**config.mk**
```make
export PLATFORM = sky130hd
export DESIGN_NAME = out_trace_fifo
export DESIGN_NICKNAME = d
export VERILOG_FILES = /design/src/rtl/out_trace_fifo.sv
export SDC_FILE = /design/constraint.sdc
export NUM_CORES = 1
export LEC_CHECK = 0
export CORE_MARGIN = 10
export CORE_UTILIZATION = 59
export DETAILED_ROUTE_END_ITERATION = 12
export GPL_TIMING_DRIVEN = 0
export PLACE_DENSITY = 0.88
export SLEW_MARGIN = 20
export SYNTH_ARGS = -nofsm -noshare
export SYNTH_HDL_FRONTEND = slang
export SYNTH_SLANG_ARGS = --single-unit
export TNS_END_PERCENT = 5
```
**constraint.sdc**
```tcl
create_clock -name clk -period 4 [get_ports clk]
set_clock_uncertainty 0.05 [all_clocks]
set_input_delay 0.8 -clock clk [delete_from_list [all_inputs] [get_ports clk]]
set_output_delay 0.8 -clock clk [all_outputs]
set_load 0.05 [all_outputs]
```
**src/rtl/out_trace_fifo.sv**
```systemverilog
// Output-port trace FIFO: captures data path output writes (optionally change-only) with show-ahead read.
// Define OUT_TRACE_TS_EN to add a free-running timestamp captured alongside each entry.
module out_trace_fifo #(
  parameter int DATA_W      = 8,
  parameter int DEPTH       = 16,
  parameter int TS_W        = 16,
  parameter int CHANGE_ONLY = 1,
  parameter int DROP_W      = 8
) (
  input  logic                     clk,
  input  logic                     resetn,
  input  logic [DATA_W-1:0]        data_in,
  input  logic                     data_we,
  input  logic                     rd_ready,
  output logic                     rd_valid,
  output logic [DATA_W-1:0]        rd_data,
  output logic [TS_W-1:0]          rd_ts,
  output logic [$clog2(DEPTH):0]   count,
  output logic                     overflow,
  input  logic                     ovf_clr,
  output logic [DROP_W-1:0]        drop_cnt
);
  localparam int AW = $clog2(DEPTH);
  localparam logic [AW:0]   FULL_CNT = (AW+1)'(DEPTH);
  localparam logic [AW:0]   CNT_ONE  = (AW+1)'(1);
  localparam logic [AW-1:0] PTR_ONE  = AW'(1);

  logic [AW-1:0]     wptr, rptr;
  logic [AW:0]       cnt;
  logic [DATA_W-1:0] last_value;
  logic [DATA_W-1:0] mem_d [DEPTH];
  logic              ev, pop, push, drop;

  function automatic logic [DROP_W-1:0] sat_inc(input logic [DROP_W-1:0] v);
    return (&v) ? v : v + DROP_W'(1);
  endfunction

  // A full FIFO still accepts an event when the head is popped in the same cycle
  always_comb begin
    ev   = data_we && ((CHANGE_ONLY == 0) || (data_in != last_value));
    pop  = (cnt != '0) && rd_ready;
    push = ev && ((cnt != FULL_CNT) || pop);
    drop = ev && (cnt == FULL_CNT) && !pop;
  end

  always_ff @(posedge clk or negedge resetn) begin
    if (!resetn) begin
      wptr       <= '0;
      rptr       <= '0;
      cnt        <= '0;
      last_value <= '0;
      overflow   <= 1'b0;
      drop_cnt   <= '0;
    end else begin
      if (data_we) last_value <= data_in;
      if (push)    wptr <= wptr + PTR_ONE;
      if (pop)     rptr <= rptr + PTR_ONE;
      if (push && !pop)      cnt <= cnt + CNT_ONE;
      else if (pop && !push) cnt <= cnt - CNT_ONE;
      // A drop in the same cycle as a clear restarts accounting at one
      if (drop) begin
        overflow <= 1'b1;
        drop_cnt <= ovf_clr ? DROP_W'(1) : sat_inc(drop_cnt);
      end else if (ovf_clr) begin
        overflow <= 1'b0;
        drop_cnt <= '0;
      end
    end
  end

  always_ff @(posedge clk or negedge resetn) begin
    if (!resetn) begin
      for (int i = 0; i < DEPTH; i++) mem_d[i] <= '0;
    end else if (push) begin
      mem_d[wptr] <= data_in;
    end
  end

  assign rd_valid = (cnt != '0);
  assign rd_data  = mem_d[rptr];
  assign count    = cnt;

`ifdef OUT_TRACE_TS_EN
  logic [TS_W-1:0] ts_cnt;
  logic [TS_W-1:0] mem_t [DEPTH];

  always_ff @(posedge clk or negedge resetn) begin
    if (!resetn) ts_cnt <= '0;
    else         ts_cnt <= ts_cnt + TS_W'(1);
  end

  always_ff @(posedge clk or negedge resetn) begin
    if (!resetn) begin
      for (int i = 0; i < DEPTH; i++) mem_t[i] <= '0;
    end else if (push) begin
      mem_t[wptr] <= ts_cnt;
    end
  end

  assign rd_ts = mem_t[rptr];
`else
  assign rd_ts = '0;
`endif

endmodule
```
==> results <==
- The count of buffers added by post-CTS timing repair for setup is 0.
- The post-layout minimum cycle time is 3.798 ns.
- Across all register-to-register paths, the minimum setup slack is 0.52 ns.
- The area share of the largest cell type after synthesis is 0.5112.
- The number of global-route vias before repair is 4983.
- The initial core utilization is 0.6079.
- Compared with the post-synthesis result, the final layout area differs by 15.45%.
- The largest single stage delay on the critical path is 0.51 ns.
- The power density over the cells is 861.5 nW/um^2.
- The worst setup path is captured at a primary output.
- For the worst-skew pair, the clock arrives at the later sink with an insertion delay of 0.42 ns.
- In the final timing run, aggregate negative setup slack is 0 ns.
- The total clock buffers created by CTS is 17.
- The commonest cells after synthesis are 158 x dfrtp_1, 135 x mux2_2, 40 x mux4_2.
- After floorplanning, the core was divided into 41 placement rows.
- Along the worst path, the maximum fanout reaches 10.
- The proportion of register bits with asynchronous set or reset after synthesis is 1.000.
- The transition time at the pin with the least slew margin is 0.8912 ns.
- The detailed-route wire length per cell is 22.11 um.
- The remaining number of nets flagged by the antenna check after routing is 0.
- The worst register-to-register path begins at count[1]$_DFFE_PN0P_.
- The signal on the critical path passes through clkbuf_1 > clkbuf_2 > mux4_2 > mux4_2 > dlygate4sd2_1.
- STA classifies the critical path startpoint as a flip-flop.
- Summed over all layers, the routed wires come to 17110 um.
- The total routing usage reported by global routing is 0.1972.
- The number of cells on the worst reg-to-reg path is 13.
- The full die area is 18090 sq um.
- The count of clock tree sinks is 158.
- The congestion estimate from routability-driven global placement came to 0.8190.
- Setup violations remaining at the end of the flow were counted as 0.
- The maximum achievable frequency is 263.3 MHz.
- dfrtp_1 takes more of the synthesized area than any other cell.
- The global-route wire length before repair is 27610 um.
- Among all cell types in the netlist, the one instantiated most often is dfrtp_1.
- Setup repair after global routing left no endpoint under its margin.
- Entering global routing, the biggest net connects 89 pins.
- The number of standard cells after synthesis is 531.
- After clock tree synthesis, the clock-pin slew on the worst setup and hold paths is 0.06 ns.
- In this run, synthesis produced a sequential element count of 158.
- Among all flip-flop cells after synthesis, the most frequent one is dfrtp_1.
- The number of max-cap violations is 0.
- Detailed placement finished with a half-perimeter wire length of 11500 um.
- The final layout contains 615 nets.
- The clock tree from TritonCTS is done.
- Measured against its own limit, the worst slew margin works out to 0.4059.
- The number of ports placed on the die boundary is 52.
- The endpoint identified for the worst register-to-register timing path is count[4]$_DFFE_PN0P_.
- The launch point of the critical path is rptr[1]$_DFFE_PN0P_.
- In this run, synthesis inferred 0 flip-flops with an integrated enable.
- Of the cells placed in the final design, the portion with a size suffix greater than 1 is 0.4186.
- The final critical-path share of the clock period is 0.9496.
- The count of input and output buffers is 26.
- The die width is 134.5 um.
- The root buffer selected by CTS is clkbuf_16.
- The length of the first detailed-routing pass in iterations is 4.
- The number of remaining DRC errors is 0.
- The post-synthesis cell type count is 46.
- The tightest min-delay check is of the primary input to async pin type.
- After synthesis, the cell types taking the most area are dfrtp_1 51%, mux2_2 20%, mux4_2 12%.
- The hold violation count in the final report came to 0.
- Setup slack on the critical path of the routed design comes to 0.2016 ns.
- Prior to clock tree synthesis, the placed netlist has a worst setup slack of -0.3469 ns.
- In this run, the number of DRC markers left after iteration 0 of detailed routing was 412.
- The number of synthesis warnings is 0.
- STA puts the critical path data arrival time at 2.95 ns.
- The maximum number of buffers from clock root to sink is 2.
- The overflow left after global routing is 0.
- The number of H-tree branching levels is 4.
- Measured along the y axis, the die boundary spans 134.5 um.
- For this design, the slowest cell found on the critical path is mux4_2.
- Summed over all cells, the static leakage comes to 3.855 nW.
- The run finished with clean final reports.
- The largest vdd supply drop is 0.0004393 V.
- The library cell appearing most often on the critical path is mux4_2.
- Of the synthesized area, sequential elements account for 0.5112.
- The synthesized area is 7734 sq um.
- The repair_antennas step left the layout with diodes totalling 0.
- The total of hold buffers inserted after clock tree synthesis is 0.
- The number of vias after detailed routing is 4641.
- The initial antenna violation count was 0.
- The capturing instance or port of the critical path is rd_data[0].
- After synthesis, the mean cell area works out to 14.56 sq um.
- The final max-slew violation count came to 0.
- The area of the core region is 12720 sq um.
- After detailed routing, the number of vias per cell comes to 5.996.
- At the worst endpoint, the required time is 3.15 ns.
- The setup path with the least slack is of type flip-flop to primary output.
[metal layers]
metal,wire (um),track usage,part of all wire,vias up
li1,-,-,-,2044
met1,7067,0.2397,0.41,2422
met2,8697,0.3277,0.51,149
met3,909,0.04674,0.053,26
met4,439,0.08827,0.026,0
met5,0,0,0,-
[through the flow]
stage | power (mW) | hold WS (ns) | instances | utilization | area (sq um)
2_1_floorplan | 5.069 | 0.4094 | 546 | - | 7790
3_3_place_gp | 5.812 | 0.4164 | 744 | 0.6497 | 8265
3_5_place_dp | 5.997 | 0.4265 | 745 | 0.6522 | 8298
4_1_cts | 7.724 | 0.3040 | 774 | 0.7018 | 8929
5_1_grt | 8.036 | 0.3099 | 774 | 0.7018 | 8929
6_report | 7.692 | 0.2681 | 774 | 0.7018 | 8929
[cells in the final DEF (no fill, tap or decap), types with 3 or more instances in the layout]
master / count
a21o_1: 3
a21oi_1: 5
and3_1: 3
buf_2: 7
buf_4: 19
bufinv_16: 5
clkbuf_1: 26
clkbuf_16: 17
clkbuf_2: 10
clkdlybuf4s50_1: 17
conb_1: 16
dfrtp_1: 157
dlygate4sd2_1: 8
ha_1: 10
inv_1: 6
mux2_1: 4
mux2_2: 135
mux4_2: 40
nand2_1: 18
nand3_1: 4
nand4_1: 3
nor2_1: 8
nor3_1: 4
nor4_4: 4
o21ai_0: 4
or2_2: 3
or4_1: 13
xnor2_1: 15
xor2_1: 5
[worst max-delay path, delay by kind of cell (launching register included)]
family	cells	cell delay (ns)
buf+inv	3	1.24
flops	1	0.36
mux	2	0.92
[what timing repair did]
action | CTS | global route
setup endpoints to repair | 8 | 0
gates resized for setup | 27 | 0
endpoints found under the hold margin | 0 | 0
[worst min path at each step]
stage	startpoint	endpoint	cells after the start
after floorplan	mem_d[83]$_DFFE_PN0P_	mem_d[83]$_DFFE_PN0P_	1
after global placement	overflow$_DFFE_PN0P_	overflow$_DFFE_PN0P_	1
after CTS	resetn	count[0]$_DFFE_PN0P_	1
after global routing	resetn	count[0]$_DFFE_PN0P_	1
after detailed placement	overflow$_DFFE_PN0P_	overflow$_DFFE_PN0P_	1
final	resetn	count[0]$_DFFE_PN0P_	1
[flip-flops by register name (all words and copies together), names as in the netlist]
name / cells
mem_d: 128
drop_cnt: 8
last_value: 8
count: 5
rptr: 4
wptr: 4
overflow: 1
[power by group]
part	switching, mW	internal, mW
Sequential	0.428	2.31
Clock	0.606	1.13
Combinational	1.64	1.58
Total	2.67	5.02
[final cells by class]
type,instances,area (sq um)
repair buffers,27,282.8
flip-flops and latches,158,3955
well taps,172,215.2
inverters,6,22.52
clock buffers,23,467.9
fillers,832,3794
plain buffers,62,352.8
multi-input cells,319,3472
clock inverters,7,160.2
[logic make-up (layout without fill, tap and decap cells)]
family,Yosys count,in the layout,share of synthesized area
adder cells (fa/ha/maj),11,11,0.01877
AO/OA/AOI/OAI,22,22,0.02039
buffers and inverters,69,125,0.04708
flip-flops,158,158,0.5112
multiplexers,179,179,0.3189
XOR/XNOR,20,20,0.02265
other,1,16,0.0004849
AND/OR/NAND/NOR,71,71,0.06051
Note: power is estimated with default switching activity, not from simulation.
